<file path="config.mk">
export PLATFORM = sky130hd
export DESIGN_NAME = zynet_argmax
export DESIGN_NICKNAME = d
export VERILOG_FILES = /design/src/rtl/zynet_pkg.sv /design/src/rtl/zynet_argmax_compare.sv /design/src/rtl/zynet_argmax.sv
export SDC_FILE = /design/constraint.sdc
export NUM_CORES = 1
export LEC_CHECK = 0
export CAP_MARGIN = 20
export CORE_ASPECT_RATIO = 0.9
export CORE_MARGIN = 2
export CORE_UTILIZATION = 52
export DETAILED_ROUTE_END_ITERATION = 8
export PLACE_DENSITY = 0.82
export SLEW_MARGIN = 20
export SYNTH_ARGS = -nofsm -noshare
export SYNTH_HDL_FRONTEND = slang
export SYNTH_SLANG_ARGS = --single-unit
</file>
<file path="constraint.sdc">
create_clock -name clk_i -period 6.75 [get_ports clk_i]
set_clock_uncertainty 0.15 [all_clocks]
set_input_delay 0.675 -clock clk_i [delete_from_list [all_inputs] [get_ports clk_i]]
set_output_delay 0.675 -clock clk_i [all_outputs]
set_load 0.005 [all_outputs]
</file>
<file path="src/rtl/zynet_pkg.sv">
// Shared types and helpers for the zyNet argmax post-processor.
package zynet_pkg;

  typedef enum logic [1:0] {
    IDLE = 2'd0,
    SCAN = 2'd1,
    DONE = 2'd2
  } state_e;

  // Helpers work at a fixed wide width; callers sign-extend in and truncate out.
  localparam int unsigned SAT_W = 64;

  // Most-negative two's-complement value of the given width (1 then zeros).
  function automatic logic [SAT_W-1:0] most_neg(input int unsigned width);
    logic [SAT_W-1:0] r;
    r = '0;
    r[width-1] = 1'b1;
    return r;
  endfunction

  // a - b, clamped to the largest positive value representable in width bits.
  function automatic logic signed [SAT_W-1:0] sat_sub(input logic signed [SAT_W-1:0] a,
                                                       input logic signed [SAT_W-1:0] b,
                                                       input int unsigned width);
    logic signed [SAT_W-1:0] diff;
    logic signed [SAT_W-1:0] lim;
    diff = a - b;
    lim  = (SAT_W'(1) << (width - 1)) - SAT_W'(1);
    return (diff > lim) ? lim : diff;
  endfunction

endpackage

</file>
<file path="src/rtl/zynet_argmax_compare.sv">
// One scan step: fold element e into the running best / runner-up pair.
module argmax_compare_unit #(
  parameter int WORD_SIZE = 16,
  parameter int IDX_W     = 4
) (
  input  logic signed [WORD_SIZE-1:0] elem,
  input  logic [IDX_W-1:0]            idx,
  input  logic signed [WORD_SIZE-1:0] best,
  input  logic [IDX_W-1:0]            best_idx,
  input  logic signed [WORD_SIZE-1:0] second,
  output logic signed [WORD_SIZE-1:0] best_n,
  output logic [IDX_W-1:0]            best_idx_n,
  output logic signed [WORD_SIZE-1:0] second_n
);

  // Strict compare keeps the lowest index on ties; an equal element still
  // lifts the runner-up so the margin reads zero.
  always_comb begin
    best_n     = best;
    best_idx_n = best_idx;
    second_n   = second;
    if (elem > best) begin
      second_n   = best;
      best_n     = elem;
      best_idx_n = idx;
    end else if (elem > second) begin
      second_n = elem;
    end
  end

endmodule

</file>
<file path="src/rtl/zynet_argmax.sv">
// Serial argmax over the zyNet output vector: winning class, score and margin.
module zynet_argmax
  import zynet_pkg::*;
#(
  parameter int OUTPUT_SIZE = 10,
  parameter int WORD_SIZE   = 16
) (
  input  logic                                  clk_i,
  input  logic                                  reset_n_i,
  input  logic                                  valid_i,
  input  logic [OUTPUT_SIZE-1:0][WORD_SIZE-1:0] data_i,
  output logic                                  yumi_o,
  output logic                                  valid_o,
  input  logic                                  yumi_i,
  output logic [$clog2(OUTPUT_SIZE)-1:0]        class_o,
  output logic [WORD_SIZE-1:0]                  max_o,
  output logic [WORD_SIZE-1:0]                  margin_o
);

  localparam int IDX_W = $clog2(OUTPUT_SIZE);
  localparam logic [WORD_SIZE-1:0] MOST_NEG = WORD_SIZE'(most_neg(WORD_SIZE));

  state_e                                state_q, state_d;
  logic [OUTPUT_SIZE-1:0][WORD_SIZE-1:0] vec_q;
  logic [IDX_W-1:0]                      idx_q, best_idx_q, best_idx_n;
  logic signed [WORD_SIZE-1:0]           best_q, second_q, best_n, second_n, elem;
  logic [IDX_W-1:0]                      class_q;
  logic [WORD_SIZE-1:0]                  max_q, margin_q, margin_n;
  logic                                  last;

  assign elem     = vec_q[idx_q];
  assign last     = (idx_q == IDX_W'(OUTPUT_SIZE - 1));
  assign margin_n = WORD_SIZE'(sat_sub(SAT_W'(best_n), SAT_W'(second_n), WORD_SIZE));

  argmax_compare_unit #(.WORD_SIZE(WORD_SIZE), .IDX_W(IDX_W)) u_cmp (
    .elem      (elem),
    .idx       (idx_q),
    .best      (best_q),
    .best_idx  (best_idx_q),
    .second    (second_q),
    .best_n    (best_n),
    .best_idx_n(best_idx_n),
    .second_n  (second_n)
  );

  always_ff @(posedge clk_i) begin
    if (!reset_n_i) state_q <= IDLE;
    else            state_q <= state_d;
  end

  always_comb begin
    state_d = state_q;
    yumi_o  = (state_q == IDLE) & valid_i & reset_n_i;
    case (state_q)
      IDLE:    if (valid_i) state_d = SCAN;
      SCAN:    if (last)    state_d = DONE;
      DONE:    if (yumi_i)  state_d = IDLE;
      default: state_d = IDLE;
    endcase
  end

  always_ff @(posedge clk_i) begin
    if (!reset_n_i) begin
      vec_q      <= '0;
      idx_q      <= '0;
      best_q     <= '0;
      best_idx_q <= '0;
      second_q   <= '0;
      class_q    <= '0;
      max_q      <= '0;
      margin_q   <= '0;
    end else begin
      case (state_q)
        IDLE: if (valid_i) begin
          // Element 0 seeds the scan, so SCAN starts at index 1.
          vec_q      <= data_i;
          best_q     <= data_i[0];
          best_idx_q <= '0;
          second_q   <= MOST_NEG;
          idx_q      <= IDX_W'(1);
        end
        SCAN: begin
          best_q     <= best_n;
          best_idx_q <= best_idx_n;
          second_q   <= second_n;
          idx_q      <= idx_q + IDX_W'(1);
          if (last) begin
            class_q  <= best_idx_n;
            max_q    <= best_n;
            margin_q <= margin_n;
          end
        end
        default: ;
      endcase
    end
  end

  assign valid_o  = (state_q == DONE);
  assign class_o  = class_q;
  assign max_o    = max_q;
  assign margin_o = margin_q;

endmodule

</file>
Yosys cells after proc, flatten, opt, wreduce, memory -nomap -nowiden
Index checks and enable logic that the tools add are counted.
- register bits after elaboration: 238
- bits in latches: 0
- RAM bits: 0
- bits in read-only memories: 0
- input bits: 164
- output and inout bits: 38
- word-level logic and storage cells: 57
- memories kept: 0
- add/subtract/negate cells: 2
- multipliers: 0
- div/mod/pow operators: 0
- magnitude comparators: 4
- eq/ne operators: 6
- shift operators: 0
- muxes and demuxes: 19
- bitwise operators: 2
- reductions and logical operators: 6
- operator list (operator ; count):
    $mux W16 ; 7
    $bmux W16 S4 ; 1
    $pmux W16 S2 ; 2
    $gt A16 B16 Y1 ; 2
    $gt A17 B16 Y1 const B ; 1
    $sub A16 B16 Y17 ; 1
    $pmux W4 S2 ; 2
    $mux W4 ; 3
    $mux W2 ; 3
    $pmux W2 S3 ; 1
    $reduce_and A2 Y1 ; 3
    $lt A4 B5 Y1 const B ; 1
    $add A4 B1 Y4 const B ; 1
    $eq A4 B4 Y1 const B ; 1
    $ne A2 B2 Y1 const B ; 2
    $reduce_and A3 Y1 ; 1
    $and A1 B1 Y1 ; 2
    $eq A2 B1 Y1 const B ; 1
    $eq A2 B2 Y1 const B ; 1
    $logic_not A2 Y1 ; 1
    $ne A2 B1 Y1 const B ; 1
    $reduce_bool A2 Y1 ; 1

Depth between registers and ports, before layout
- depth in word-level cells: 8
- depth in mapped cells: 27
- mapped depth without buffers: 21

By module
A second synthesis with hierarchy kept.
- cells, all modules: 1426
- area total of the unflattened synthesis: 11890.2 sq um
- modules (own cells, without submodules) (module ; times used ; cells each ; area an instance (sq um) ; sequential area each (sq um)):
    zynet_argmax ; 1 ; 1252 ; 10445.0 ; 4764.6
    argmax_compare_unit ; 1 ; 174 ; 1445.1 ; 0.0

Worst setup path before layout
Ideal clock, no wire load.
- kind: flip-flop to flip-flop
- from: reg idx_q[0]
- to: reg margin_q[5] (netlist: margin_o[5])
- library setup time: 0.119 ns
- data arrival time: 5.662 ns
- required time: 6.481 ns
- path slack: 0.819 ns
- stages on the path, launching flop included: 26
- path buffers: 4
- period minus slack after synthesis: 5.931 ns
- cell sequence: dfxtp_1 buf_4 buf_2 mux4_2 o22a_1 and2_1 ha_1 nor2b_1 o211ai_1 a2111o_1 and3_1 clkbuf_1 o21a_1 o211a_1 nor2_1 ha_1 inv_1 fa_1 a211o_1 a211o_1 a21oi_2 a31oi_1 o2111a_1 a211o_1 buf_6 o221a_1
- longest elaborated chain between the ends: 8
- elaborated cells on any way between the ends: 12
- classes of those cells: add/sub (1); order compare (3); eq/ne (1); mux (6); reduce/logical (1)
- RTL lines (item ; RTL line ; RTL):
    start: declaration ; zynet_argmax.sv:25 ; logic [IDX_W-1:0] idx_q, best_idx_q, best_idx_n;
    start signal: assignment ; zynet_argmax.sv:86 ; idx_q <= idx_q + IDX_W'(1);
    $bmux W16 S4 ; zynet_argmax.sv:31 ; assign elem = vec_q[idx_q];
    $mux W16 (not written as such) ; zynet_argmax.sv:31 ;
    $gt A16 B16 Y1 ; zynet_argmax_compare.sv:26 ; end else if (elem > second) begin
    $mux W16 ; zynet_argmax_compare.sv:26 ;
    $mux W16 ; zynet_argmax_compare.sv:22 ; if (elem > best) begin
    $sub A16 B16 Y17 ; zynet_pkg.sv:27 ; diff = a - b;
    $gt A17 B16 Y1 ; zynet_pkg.sv:29 ; return (diff > lim) ? lim : diff;
    $mux W16 ; zynet_pkg.sv:29 ;
    end signal: assignment ; zynet_argmax.sv:90 ; margin_q <= margin_n;
    end: declaration ; zynet_argmax.sv:28 ; logic [WORD_SIZE-1:0] max_q, margin_q, margin_n;
Parallel ways exist; a longest one is shown, timed or not. The select of a mux whose other input is x is not followed.
A chain may end at the register's enable or synchronous reset.

Final worst setup path
- from: reg idx_q[0]
- to: reg margin_q[2] (netlist: margin_o[2])
- elaborated cells on any way between the ends: 12
- classes of those cells: add/sub (1); order compare (3); eq/ne (1); mux (6); reduce/logical (1)
- RTL lines (item ; RTL line ; RTL):
    $bmux W16 S4 (*) ; zynet_argmax.sv:31 ;
    $mux W16 (not written as such) (*) ; zynet_argmax.sv:31 ;
    $gt A16 B16 Y1 ; zynet_argmax_compare.sv:22 ;
    $mux W16 (*) ; zynet_argmax_compare.sv:22 ;
    named net best_n[6] ; zynet_argmax.sv:26 ; logic signed [WORD_SIZE-1:0] best_q, second_q, best_n, second_n, elem;
    $sub A16 B16 Y17 (*) ; zynet_pkg.sv:27 ;
    $gt A17 B16 Y1 (*) ; zynet_pkg.sv:29 ;
    $mux W16 (*) ; zynet_pkg.sv:29 ;
The timed path passes the listed nets; every way through them passes the cells marked *. The select of a mux whose other input is x is not followed.

==> impl_metrics.py <==
metrics = {
    "worst_setup_path": {
        "rr_worst_depth": 22,
        "r2r_setup_slack_ns": 0.42,
        "r2r_start": "idx_q[0]",
        "timing.rr.end": "margin_o[2]",
        "crit_type": "flop to flop",
        "slowest_stage": "mux4_2",
        "path_max_fanout": 57,
        "required_ns": 7.03,
        "cp_top_family": "compound AO/OA/AOI/OAI gates",
        "critPathArrivalTime_ns": 6.61,
        "path_cells": "buf_12, mux4_2, o22a_1, and2_1, ha_1, nand4_1, or2_1, o32ai_1, a31o_2, buf_12, nand2_1, o21ai_0, buf_4, inv_1, ha_1, a21oi_1, o21ai_0, nor2b_1, a311oi_1, o21ai_1, a211o_1, o221a_2",
        "crit_buf_inv": 4,
        "start_kind": "flop",
        "cp-end-kind": "flop",
        "critPathMaxStageDelay_ns": 0.54,
        "cp.depth": 22,
    },
    "timing": {
        "rsz0062_at_grt": "no",
        "finalSetupTns_ns": 0,
        "slew_violations": 0,
        "worst_pin_slew_ns": 0.9315,
        "finalSetupViolCount": 0,
        "slew_headroom_pct": 37.73,
        "fmax_mhz": 157.9,
        "final_hold_viol_count": 0,
        "period_needed_ns": 6.332,
        "timing.hold.ws_ns": 0.3141,
        "finalCritPeriodShare_pct": 93.80,
    },
    "placed_design": {
        "dp.cells": 1945,
        "dp_hpwl_um": 27530,
        "io_buffers": 201,
        "place_congestion": 0.9208,
    },
    "clock_tree": {
        "clk_pin_slew_ns": 0.06,
        "numCtsBuffers": 25,
        "cts_tree": "yes",
        "clockRootBuffer": "clkbuf_16",
        "clk_latency_ns": 0.54,
        "clockBufferDepth": 3,
        "cts_sinks": 238,
        "cts_max_level": 1,
    },
    "logic_synthesis": {
        "ys_warn_count": 0,
        "syn-instance-count": 1520,
        "synth_top_area_share_pct": 38.18,
        "synthesis.nets": 1735,
        "ys_ff_latch": 238,
        "yosysSeqAreaShare_pct": 38.18,
        "ys_types": 60,
        "synthTopCellsByArea": "dfxtp_1 (38%), nand2_1 (12%), a21boi_0 (9.9%)",
        "async_reset_ff_share_pct": 0,
        "synth_common_cells": "nand2_1 (403), dfxtp_1 (238), a21boi_0 (165)",
        "yosys.area.top_type": "dfxtp_1",
        "syn_area_um2": 12480,
        "synth_edf_count": 0,
        "syn_area_per_cell_um2": 8.210,
        "yosysMostFrequentCell": "nand2_1",
        "ys.flop_type": "dfxtp_1",
    },
    "grt": {
        "grt_pass1_wl_um": 59190,
        "grt.overflow.total": 0,
        "antenna_found_initial": 1,
        "grt_usage_pct": 29.70,
        "grt_max_degree": 96,
        "grt_pass1_vias": 10950,
    },
    "floorplanning": {
        "ios": 202,
        "die_w_um": 167.3,
        "coreArea_um2": 23480,
        "initial_core_util_pct": 53.16,
        "die_h_um": 151.0,
        "rows": 53,
        "die_area_um2": 25260,
    },
    "detailed_routing": {
        "drt-initial-drc-count": 927,
        "drtPass1Iterations": 7,
        "routedWlPerCell_um": 18.82,
        "vias": 11350,
        "vias_per_cell": 5.695,
        "wirelength_um": 37490,
        "ant_nets": 0,
        "drc": 10,
    },
    "status": {
        "violations": "DRC",
        "status": "finished with violations",
    },
    "pwr": {
        "ir_drop_mv": 0.1973,
        "power_leakage_nw": 5.999,
        "powerDensity_nw_per_um2": 343.5,
        "finalPower_mw": 5.349,
    },
    "cells_and_area": {
        "n_antenna_cell": 0,
        "nets": 1886,
        "stdcell_count": 1992,
        "syn2layout_area_growth_pct": 24.78,
        "layout-drive-gt1-share_pct": 7.692,
    },
    "worst_hold_path": {
        "worstHoldPathCells": 2,
        "worstHoldStart": "vec_q[146]",
        "min_to": "vec_q[146]",
        "hold_class": "flop to flop",
    },
    "job": {
        "max_cap_violations": 0,
    },
}
[cell usage in the layout, fill, tap and decap left out, drive strengths merged, types with 5 or more instances in the layout]
master         netlist  routed
o221a               14      14
inv                 53      54
xnor2                7       7
ha                  50      50
o22a                14      14
nor2                38      38
dfxtp              238     238
a21o                 6       6
o211ai              18      18
a21oi               49      49
buf                 18      37
nand3               57      57
a21boi             165     165
and2                19      19
clkdlybuf4s50        0     200
nor2b               11      11
o21a                 6       6
clkbuf              95      33
or2                  6       6
mux4                32      32
o21ai               97      97
nand2              404     404
a211oi               5       5
a41o                14      14
mux2i               18      18
and3                32      32
nand4               11      11
clkinv               0       8
[layer usage]
metal  global-route usage [%]  part of all wire, %  vias up
li1                         -                    -     5566
met2                    49.81                   46      386
met3                    3.972                  6.2       80
met4                    9.478                  3.4        0
met5                        0                    0        -
met1                    40.18                   44     5313
[tightest hold or removal path, stage by stage, from the launching register on]
cell,delay (ns)
dfxtp_1,0.31
nand2_1,0.05
a21boi_0,0.06
[power breakdown]
group / switching (mW) / internal (mW) / leakage [nW] / total, mW
combinational: 1.41 / 1.02 / 3.66 / 2.43
clock: 0.591 / 0.761 / 0.391 / 1.35
sequential: 0.0681 / 1.49 / 1.95 / 1.56
[layout make-up]
cell class                      instances  area (um^2)
Inverter                               53        198.9
Clock buffer                           33        685.7
Fill cell                            1943         7903
Clock inverter                         13        116.4
Multi-Input combinational cell       1116         7088
Sequential cell                       238         4768
Tap cell                              302        377.9
Timing Repair Buffer                  237         2337
[stage by stage]
step	setup slack [ns]	area, um^2	util [%]
global placement	0.6119	14740	62.78
floorplan	0.8191	12480	-
finish	0.4183	15570	66.34
global route	0.04712	15570	66.34
CTS	0.4400	15540	66.20
detailed placement	0.4757	14740	62.78
[cells by family (layout without fill, tap and decap cells)]
family / count (synthesis) / count (layout) / share of synthesized area, %
compound gates: 413 / 413 / 22.99
xor+xnor: 11 / 11 / 0.7720
buf+inv: 166 / 336 / 5.294
flops: 238 / 238 / 38.18
fa+ha+maj: 51 / 51 / 5.173
simple gates: 590 / 590 / 20.28
mux: 51 / 51 / 7.309
[sequential cells by signal, summed over array words and instances, names as in the netlist]
name	count
vec_q	160
best_q	16
margin_o	16
max_o	16
second_q	16
best_idx_q	4
class_o	4
idx_q	4
state_q	2
[worst max path at each step]
stage | from | endpoint | slack [ns]
after floorplan | idx_q[0] | margin_o[5] | 0.82
after global placement | idx_q[0] | margin_o[2] | 0.61
after detailed placement | idx_q[0] | margin_o[2] | 0.48
after CTS | idx_q[0] | margin_o[2] | 0.44
after global routing | idx_q[0] | margin_o[3] | 0.05
final | idx_q[0] | margin_o[2] | 0.42
[timing repair]
action | 4_1_cts | 5_1_grt
endpoints found under the setup margin | 0 | 14
setup buffers | 0 | 0
gates resized for setup | 0 | 1
hold buffers | 0 | 0
No activity file was read; power rests on OpenSTA's default activity.
